===== src/rtl/qenc_pkg.sv =====
// rtl/qenc_pkg.sv - shared types and step decode for the quadrature encoder front end
//
// Purpose: window FSM state type, step encodings and the quadrature step
//          decode function used by quad_encoder_if.
// Contents:
//   qenc_win_state_t  ST_RUN / ST_LATCH velocity window states
//   QENC_NONE/FWD/REV 2-bit step encodings (REV is -1 in two's complement)
//   qenc_step_t       {legal, delta} decode result
//   qenc_step()       decode previous/current filtered {a,b} into a step
package qenc_pkg;

    typedef enum logic {
        ST_RUN   = 1'b0,
        ST_LATCH = 1'b1
    } qenc_win_state_t;

    localparam logic [1:0] QENC_NONE = 2'b00;
    localparam logic [1:0] QENC_FWD  = 2'b01;
    localparam logic [1:0] QENC_REV  = 2'b11;

    typedef struct packed {
        logic       legal;
        logic [1:0] delta;
    } qenc_step_t;

    // Position of {a,b} along the forward Gray sequence 00,01,11,10 -> 0..3.
    function automatic logic [1:0] qenc_phase(input logic [1:0] ab);
        return {ab[1], ab[1] ^ ab[0]};
    endfunction

    // A phase difference of 1 is forward, 3 is reverse, 2 means both
    // channels moved at once and the direction cannot be known.
    function automatic qenc_step_t qenc_step(input logic [1:0] prev_ab,
                                             input logic [1:0] cur_ab);
        qenc_step_t r;
        logic [1:0] diff;
        diff = qenc_phase(cur_ab) - qenc_phase(prev_ab);
        r.legal = 1'b1;
        r.delta = QENC_NONE;
        case (diff)
            2'd1:    r.delta = QENC_FWD;
            2'd3:    r.delta = QENC_REV;
            2'd2:    r.legal = 1'b0;
            default: r.delta = QENC_NONE;
        endcase
        return r;
    endfunction

endpackage


===== src/rtl/qenc_filter.sv =====
// rtl/qenc_filter.sv - input synchroniser and glitch filter for one encoder channel
//
// Purpose: 3-FF synchroniser (q1->q2->q3) followed by a persistence filter.
//          level follows q3 only after q3 has disagreed with it for
//          FILTER_LEN consecutive counted cycles.
// Ports:
//   clk    in   system clock
//   rst    in   synchronous reset, active high
//   din    in   raw asynchronous channel input
//   level  out  filtered channel level
module qenc_filter #(
    parameter int FILTER_LEN = 4
) (
    input  logic clk,
    input  logic rst,
    input  logic din,
    output logic level
);

    localparam int              CW      = $clog2(FILTER_LEN + 1);
    localparam logic [CW-1:0]   CNT_MAX = CW'(FILTER_LEN);

    logic          q1;
    logic          q2;
    logic          q3;
    logic [CW-1:0] cnt;

    // The counter is bounded by CNT_MAX: reaching it either accepts the new
    // level (and clears) or q3 returns to level (and clears), so it never wraps.
    always_ff @(posedge clk) begin
        if (rst) begin
            q1    <= 1'b0;
            q2    <= 1'b0;
            q3    <= 1'b0;
            cnt   <= '0;
            level <= 1'b0;
        end else begin
            q1 <= din;
            q2 <= q1;
            q3 <= q2;
            if (q3 == level) begin
                cnt <= '0;
            end else if (cnt == CNT_MAX) begin
                level <= q3;
                cnt   <= '0;
            end else begin
                cnt <= cnt + CW'(1);
            end
        end
    end

endmodule


===== src/rtl/quad_encoder_if.sv =====
// rtl/quad_encoder_if.sv - quadrature encoder front end: filter, x4 decode, count, velocity
//
// Purpose: synchronises and filters sa/sb, decodes x4 quadrature into a
//          signed wrapping rotation count, measures steps per VEL_WINDOW
//          cycles and flags illegal (double-bit) transitions.
// Optional feature macro: QENC_ERR_CNT_EN adds the saturating err_cnt output.
// Ports:
//   clk          in   system clock
//   rst          in   synchronous reset, active high
//   sa, sb       in   encoder channels A/B, asynchronous
//   err_clr      in   clears step_err (and err_cnt)
//   rot_cnt      out  signed accumulated steps, wraps mod 2^CNT_W
//   rot_v        out  signed steps counted in the last completed window
//   rot_v_valid  out  one-cycle pulse when rot_v updates
//   dir          out  direction of last legal step, 1 = forward
//   step_err     out  sticky illegal-transition flag
//   err_cnt      out  saturating illegal-transition count (QENC_ERR_CNT_EN only)
module quad_encoder_if
    import qenc_pkg::*;
#(
    parameter int CLK_FREQ   = 50_000_000,
    parameter int FILTER_LEN = 4,
    parameter int VEL_WINDOW = 100_000,
    parameter int CNT_W      = 32,
    parameter int INVERT     = 0
) (
    input  logic             clk,
    input  logic             rst,
    input  logic             sa,
    input  logic             sb,
    input  logic             err_clr,
    output logic [CNT_W-1:0] rot_cnt,
    output logic [CNT_W-1:0] rot_v,
    output logic             rot_v_valid,
    output logic             dir,
    output logic             step_err
`ifdef QENC_ERR_CNT_EN
    ,
    output logic [15:0]      err_cnt
`endif
);

    localparam int              WIN_W    = $clog2(VEL_WINDOW);
    localparam logic [WIN_W-1:0] WIN_LAST = WIN_W'(VEL_WINDOW - 1);
    localparam logic [CNT_W-1:0] ONE      = CNT_W'(1);

    if (CLK_FREQ < 1 || FILTER_LEN < 1 || VEL_WINDOW < 2 || CNT_W < 2) begin : g_bad_param
        $error("quad_encoder_if: parameter out of range");
    end

    logic             filt_a;
    logic             filt_b;
    logic [1:0]       cur_ab;
    logic [1:0]       prev_ab;
    qenc_step_t       step;
    logic             count_up;
    logic             count_dn;
    logic             illegal;
    logic [CNT_W-1:0] acc_q;
    logic [CNT_W-1:0] rot_cnt_next;
    logic [CNT_W-1:0] snap;
    logic [WIN_W-1:0] win_cnt;
    qenc_win_state_t  win_state;

    qenc_filter #(.FILTER_LEN(FILTER_LEN)) u_filt_a (
        .clk   (clk),
        .rst   (rst),
        .din   (sa),
        .level (filt_a)
    );

    qenc_filter #(.FILTER_LEN(FILTER_LEN)) u_filt_b (
        .clk   (clk),
        .rst   (rst),
        .din   (sb),
        .level (filt_b)
    );

    assign cur_ab  = {filt_a, filt_b};
    assign rot_cnt = acc_q;

    // Mirrored motors swap which physical direction counts up.
    always_comb begin
        step     = qenc_step(prev_ab, cur_ab);
        illegal  = ~step.legal;
        count_up = 1'b0;
        count_dn = 1'b0;
        if (INVERT != 0) begin
            count_up = (step.delta == QENC_REV);
            count_dn = (step.delta == QENC_FWD);
        end else begin
            count_up = (step.delta == QENC_FWD);
            count_dn = (step.delta == QENC_REV);
        end
        rot_cnt_next = acc_q;
        if (count_up) begin
            rot_cnt_next = acc_q + ONE;
        end else if (count_dn) begin
            rot_cnt_next = acc_q - ONE;
        end
    end

    // Decoder and accumulator. acc_q is rewritten every cycle so the count
    // always reflects rot_cnt_next.
    always_ff @(posedge clk) begin
        if (rst) begin
            prev_ab  <= 2'b00;
            acc_q    <= '0;
            dir      <= 1'b0;
            step_err <= 1'b0;
        end else begin
            prev_ab <= cur_ab;
            acc_q   <= rot_cnt_next;
            if (count_up || count_dn) begin
                dir <= count_up;
            end
            // A new illegal transition outranks a clear in the same cycle.
            if (illegal) begin
                step_err <= 1'b1;
            end else if (err_clr) begin
                step_err <= 1'b0;
            end
        end
    end

`ifdef QENC_ERR_CNT_EN
    always_ff @(posedge clk) begin
        if (rst) begin
            err_cnt <= 16'h0000;
        end else if (err_clr) begin
            err_cnt <= illegal ? 16'h0001 : 16'h0000;
        end else if (illegal && err_cnt != 16'hFFFF) begin
            err_cnt <= err_cnt + 16'h0001;
        end
    end
`endif

    // Velocity window. The counter free-runs so every window is exactly
    // VEL_WINDOW cycles; the FSM only marks the cycle after the terminal one.
    // rot_cnt_next is used so a step decoded in the terminal cycle lands in
    // this window rather than the next.
    always_ff @(posedge clk) begin
        if (rst) begin
            win_cnt     <= '0;
            win_state   <= ST_RUN;
            snap        <= '0;
            rot_v       <= '0;
            rot_v_valid <= 1'b0;
        end else begin
            if (win_cnt == WIN_LAST) begin
                win_cnt <= '0;
                rot_v   <= rot_cnt_next - snap;
                snap    <= rot_cnt_next;
            end else begin
                win_cnt <= win_cnt + WIN_W'(1);
            end
            case (win_state)
                ST_RUN: begin
                    if (win_cnt == WIN_LAST) begin
                        win_state   <= ST_LATCH;
                        rot_v_valid <= 1'b1;
                    end else begin
                        rot_v_valid <= 1'b0;
                    end
                end
                ST_LATCH: begin
                    win_state   <= ST_RUN;
                    rot_v_valid <= 1'b0;
                end
                default: begin
                    win_state   <= ST_RUN;
                    rot_v_valid <= 1'b0;
                end
            endcase
        end
    end

endmodule


===== config.mk =====
export PLATFORM = sky130hd
export DESIGN_NAME = quad_encoder_if
export DESIGN_NICKNAME = d
export VERILOG_FILES = /design/src/rtl/qenc_pkg.sv /design/src/rtl/qenc_filter.sv /design/src/rtl/quad_encoder_if.sv
export SDC_FILE = /design/constraint.sdc
export NUM_CORES = 1
export LEC_CHECK = 0
export BUFFER_PORTS_ARGS = -buffer_cell sky130_fd_sc_hd__buf_2
export CAP_MARGIN = 20
export CORE_AREA = 2 2 143 145
export CTS_CLUSTER_DIAMETER = 30
export DETAILED_ROUTE_END_ITERATION = 7
export DIE_AREA = 0 0 145 147
export HOLD_SLACK_MARGIN = 0.05
export PLACE_DENSITY = 0.53
export SLEW_MARGIN = 0
export SYNTH_ARGS = -nofsm -noshare
export SYNTH_HDL_FRONTEND = slang
export SYNTH_SLANG_ARGS = --single-unit

===== constraint.sdc =====
create_clock -name clk -period 3.8 [get_ports clk]
set_input_delay 0.38 -clock clk [delete_from_list [all_inputs] [get_ports clk]]
set_output_delay 0.38 -clock clk [all_outputs]
set_load 0.01 [all_outputs]

# After elaboration in Yosys (flattened, before gate mapping)
# Index checks and enable logic that the tools add are counted.
dict set report word_totals {
  ff_bits 132
  inputBits 5
  out_inout_bits 67
}
dict set report op_classes {
  add_sub_neg 7
  n_eq_ne 10
  mux 7
  n_bitwise 5
  reduce_logical 7
}
# cell count
set op_table {}
lappend op_table {{32-bit two-way mux} 2}
lappend op_table {{32-bit by 1-bit adder with 32-bit output (second input constant)} 1}
lappend op_table {{32-bit by 1-bit subtractor with 32-bit output (second input constant)} 1}
lappend op_table {{32-bit subtractor} 1}
lappend op_table {{17-bit by 1-bit adder with 17-bit output (second input constant)} 1}
lappend op_table {{17-bit equality test (second input constant)} 1}
lappend op_table {{3-bit by 1-bit adder with 3-bit output (second input constant)} 2}
lappend op_table {{2-bit equality test (second input constant)} 3}
lappend op_table {{3-bit equality test (second input constant)} 2}
lappend op_table {{3-bit OR reduction} 2}
lappend op_table {{2-bit by 1-bit equality test with 1-bit output (second input constant)} 2}
lappend op_table {{2-bit one-hot mux with 2 select lines} 1}
lappend op_table {{2-bit AND reduction} 2}
lappend op_table {{1-bit two-way mux} 3}
lappend op_table {{1-bit NOT} 3}
lappend op_table {{1-bit equality test} 2}
lappend op_table {{1-bit one-hot mux with 2 select lines} 1}
lappend op_table {{2-bit nonzero test} 1}
lappend op_table {{2-bit OR reduction} 1}
lappend op_table {{2-bit subtractor} 1}
lappend op_table {{1-bit XOR} 2}
lappend op_table {{1-bit logical OR} 1}

# Logic depth before layout (Yosys ltp)
dict set report depth {
  word_depth 8
  mapped_depth 21
  mapped_depth_nobuf 19
}

# Modules after synthesis
# Synthesis repeated with hierarchy kept, for this count alone.
dict set report hier_totals {
  hier_cells 879
  area_unflattened_um2 7185.6
}
# mod n_inst cells_per_inst area_per_inst_um2 seq_area_each_um2
set modules_own_cells {}
lappend modules_own_cells {quad_encoder_if 1 831 6642.6 2362.3}
lappend modules_own_cells {qenc_filter 2 24 271.5 140.1}

# Worst setup path after synthesis
# No wires, ideal clock.
dict set report synth_timing {
  path_type {reg2reg}
  from {register u_filt_a.level}
  to {register rot_v[25]}
  setup_time_ns 0.120
  arrival_time_ns 4.118
  required_time_ns 3.680
  path_slack_ns -0.438
  stages_incl_launch_ff 19
  n_path_buf 2
  cell_sequence {dfxtp_1 buf_4 xnor2_1 ha_1 xnor3_1 or3_1 clkbuf_1 or4_1 o21ai_0 xor2_1 ha_1 nand2_1 or3_1 a31o_2 a21oi_1 o21ai_0 o311ai_0 nor4b_1 a211o_1}
}
dict set report synth_between {
  elab_chain_len 8
}
# element line
set synth_lines {}
lappend synth_lines {{start, declared} qenc_filter.sv:17} ;# output logic level
lappend synth_lines {{start signal, assigned} qenc_filter.sv:44} ;# level <= q3;
lappend synth_lines {{1-bit XOR} qenc_pkg.sv:28} ;# return {ab[1], ab[1] ^ ab[0]};
lappend synth_lines {{2-bit subtractor (*)} qenc_pkg.sv:37} ;# diff = qenc_phase(cur_ab) - qenc_phase(prev_ab);
lappend synth_lines {{2-bit equality test or 2-bit by 1-bit equality test with 1-bit output (tied branches)} qenc_pkg.sv:40} ;# case (diff)
lappend synth_lines {{2-bit one-hot mux with 2 select lines (*)} qenc_pkg.sv:40}
lappend synth_lines {{2-bit equality test} quad_encoder_if.sv:93} ;# count_dn = (step.delta == QENC_REV);
lappend synth_lines {{32-bit two-way mux} quad_encoder_if.sv:98} ;# end else if (count_dn) begin
lappend synth_lines {{32-bit two-way mux (*)} quad_encoder_if.sv:96} ;# if (count_up) begin
lappend synth_lines {{net rot_cnt_next[7]} quad_encoder_if.sv:60} ;# logic [CNT_W-1:0] rot_cnt_next;
lappend synth_lines {{32-bit subtractor (*)} quad_encoder_if.sv:152} ;# rot_v <= rot_cnt_next - snap;
lappend synth_lines {{end signal, assigned} quad_encoder_if.sv:152}
lappend synth_lines {{end, declared} quad_encoder_if.sv:33} ;# output logic [CNT_W-1:0] rot_v,
# The timed path passes the listed nets; every way through them passes the cells marked *.
# A chain may end at the register's enable or synchronous reset.

# Final worst setup path
dict set report layout_timing {
  from {register prev_ab[1]}
  to {register rot_v[25]}
}
dict set report layout_between {
  elab_chain_len 8
}
# element line
set layout_lines {}
lappend layout_lines {{start, declared} quad_encoder_if.sv:54} ;# logic [1:0] prev_ab;
lappend layout_lines {{start signal, assigned} quad_encoder_if.sv:112} ;# prev_ab <= cur_ab;
lappend layout_lines {{1-bit XOR} qenc_pkg.sv:28}
lappend layout_lines {{2-bit subtractor (*)} qenc_pkg.sv:37}
lappend layout_lines {{2-bit equality test or 2-bit by 1-bit equality test with 1-bit output (tied branches)} qenc_pkg.sv:40}
lappend layout_lines {{2-bit one-hot mux with 2 select lines (*)} qenc_pkg.sv:40}
lappend layout_lines {{2-bit equality test} quad_encoder_if.sv:93}
lappend layout_lines {{32-bit two-way mux} quad_encoder_if.sv:98}
lappend layout_lines {{32-bit two-way mux (*)} quad_encoder_if.sv:96}
lappend layout_lines {{net rot_cnt_next[7]} quad_encoder_if.sv:60}
lappend layout_lines {{32-bit subtractor (*)} quad_encoder_if.sv:152}
# Marked as above.

==> flow_summary.ini <==
[clock_tree]
clkSinkCount = 132
ctsHoldBuffers = 0
clkSlewWorstSetupHoldPaths_ns = 0.06
clock_tree_from_tritoncts = done
master_cell_of_the_clock_root_buffer = clkbuf_16
clock_insertion_delay_worst_skew_ns = 0.43
numCtsBuffers = 17
cts_max_level = 4
clockBufferDepth = 2

[detailed_routing]
drt_drc_violations_left = 0
drt_first_pass_iters = 4
dr.first_iter.drc_count = 490
routedWlPerCell_um = 15.3
routed_wl_um = 22400
viasPerCell = 5.07
antenna_left = 0
via_count = 7421

[floorplanning]
io_pins = 72
num_rows = 52
core_area_um2 = 19800
die_y_um = 147
initial_core_util_pct = 37.1
fp.dieW_um = 145
dieArea_um2 = 21300

[status]
result_of_the_run = finished, violations left
failed_checks = setup timing

[final_layout]
area_growth_from_synthesis_to_final_layout_pct = 46.6
insertedDiodeCount = 0
number_of_filler_instances_in_the_final_layout = 1895
layout.area.seq_um2 = 2650
fin_nets = 1226
proportion_of_layout_cells_with_a_drive_suffix_above_1_pct = 34.9
multiInputGateArea_um2 = 5000

[global_route]
global_route.usage.total_pct = 21.1
first_global_vias = 7365
grt_first_pass_wirelength_um = 36500
grt_antenna_before_repair = 0
grt_start_max_net_pins = 73
overflow = 0

[synth]
synth_area_leader_cell = dfxtp_1
number_of_enable_type_register_cells_in_the_synthesized_netlist = 0
post_synth_inst_count = 933
syn-num-nets = 978
synth-async-reset-ratio_pct = 0
ys_top_cells_by_count = 132 x dfxtp_1, 108 x nand2_1, 96 x nor2_1
cells_taking_the_most_area_after_synthesis = dfxtp_1 36%, ha_1 6.6%, nand2_1 5.5%, a21oi_1 5.0%, nor2_1 4.9%
synthesis.yosys.warnings = 0
ys_seq_elements = 132
ys_types = 63
synth_area_um2 = 7360
synth_flop_cell = dfxtp_1
post-synth-top-area-fraction_pct = 35.9
synth_sequential_area_ratio_pct = 35.9
synth.most_common_cell = dfxtp_1
syn-mean-instance-area_um2 = 7.88

[timing]
worstMarginPinSlew_ns = 0.694
timing_max_transition_violations_final = 0
grt_setup_unrepaired = true
setup_violations = 18
timing.clock.skew_ns = 0.00859
finalCriticalPeriod_ns = 4.14
final_min_period_over_clock_period_pct = 109
maximum_achievable_frequency_ghz = 0.241
layout_setup_ws_ns = -0.342
max_slew_margin_pct = 53.7
sum_neg_setup_slack_ns = -3.72
final_hold_viol_count = 0

[worst_setup_path]
worst_ep_required_time_ns = 4.12
timing.critical_path.arrival_ns = 4.46
critical_path.max_fanout = 4
critical_path.endpoint_type = register
worst-setup-path-type = reg2reg
worstSetupStartpointType = register

[placed_design]
io_buffer_count = 71
finalWeightedCongestion = 0.858
detailedPlacementHpwl_um = 15900

[hold_path]
min_path_type = in2reg

[pwr]
p_per_area_nw_per_um2 = 298
p_total_mw = 3.21
vdd_ir_drop_max_mv = 0.329
total_leakage_power_nw = 4.86

[run]
maxCapViolCount = 0
per-layer routing:
| layer | global-route usage [%] | share of wire [%] | up-vias |
|---|---|---|---|
| met4 | 6.34 | 1.8 | 0 |
| met2 | 38.1 | 51 | 124 |
| li1 | - | - | 3735 |
| met3 | 3.91 | 3.3 | 32 |
| met1 | 25.6 | 44 | 3530 |
| met5 | 0 | 0 | - |
state kept, by name, indices dropped and copies added (netlist names), 2 cells and up:
| register | cells |
|---|---|
| win_cnt | 17 |
| u_filt_b.cnt | 3 |
| prev_ab | 2 |
| rot_cnt | 32 |
| u_filt_a.cnt | 3 |
| rot_v | 32 |
| snap | 32 |
logic make-up (layout without fill, tap and decap cells):
kind of cell / after synthesis / count (layout) / share of synthesized area, %
mux: 4 / 4 / 0.544
buf+inv: 109 / 369 / 5.73
fa+ha+maj: 40 / 40 / 6.91
xor+xnor: 69 / 69 / 8.71
simple gates: 399 / 399 / 27.1
compound gates: 180 / 180 / 15.1
flops: 132 / 132 / 35.9
stage by stage:
stage                     setup slack (ns)  instances  hold slack [ns]  util [%]  area [um2]
after floorplan                     -0.222        933            0.414         -        7440
after global placement              -0.574       1403            0.403      46.7        9270
after detailed placement            -0.482       1403            0.424      46.7        9270
after CTS                           -0.259       1456            0.154      53.3       10600
after global routing                -0.489       1463            0.179      54.3       10800
final                               -0.342       1463            0.162      54.3       10800
path summary, 6_finish.rpt:
check	from	end	slack, ns	cells after the start
setup / recovery	prev_ab[1]	rot_v[25]	-0.34	17
setup reg to reg	prev_ab[1]	rot_v[25]	-0.34	17
hold reg to reg	u_filt_a.q2	u_filt_a.q3	0.44	1
hold / removal	sb	u_filt_b.q1	0.16	2
cell usage in the layout, fill, tap and decap left out, types with 8 or more instances in the layout:
cell type	count
xnor2_1	28
a21o_1	9
nand3b_1	10
a21oi_1	60
a211oi_1	20
buf_4	192
a21oi_2	11
buf_2	70
xor2_1	27
and3_1	14
xnor2_2	9
o21ai_0	13
nor2_1	91
nand3_1	30
ha_1	31
nand4_1	10
dfxtp_1	129
clkbuf_16	17
nor3_1	21
inv_1	63
o21ai_1	8
buf_6	11
nand2_1	105
nor2b_1	29
or4_1	10
repair_timing:
action,in CTS,in global routing
gates resized for setup,97,34
endpoints found under the setup margin,21,25
pin swaps,40,24
buffers inserted,22,9
area by class of cell:
type	instances	share of cell area [%]
Tap cell	270	3.13
Clock buffer	17	3.95
Sequential cell	132	24.5
Timing Repair Buffer	274	18.0
Multi-Input combinational cell	692	46.4
Clock inverter	14	1.85
Inverter	64	2.23
worst max-delay path, cell delays in order (launching register included):
cell      delay (ns)
dfxtp_2         0.33
xor2_1          0.15
ha_2            0.20
xnor3_2         0.27
or3_4           0.36
or4_1           0.40
o21ai_1         0.11
xor2_1          0.30
ha_1            0.26
buf_6           0.13
nand2_4         0.04
or3_4           0.32
a31o_4          0.25
a21oi_4         0.17
o21ai_4         0.10
o311ai_2        0.25
nor4b_1         0.09
a211o_1         0.28
power breakdown:
group	switching, mW	leakage, nW	internal (mW)
clock	0.674	0.305	1.10
combinational	0.0301	3.49	0.0110
sequential	0.00347	1.07	1.39
Note: power is estimated with default switching activity, not from simulation.
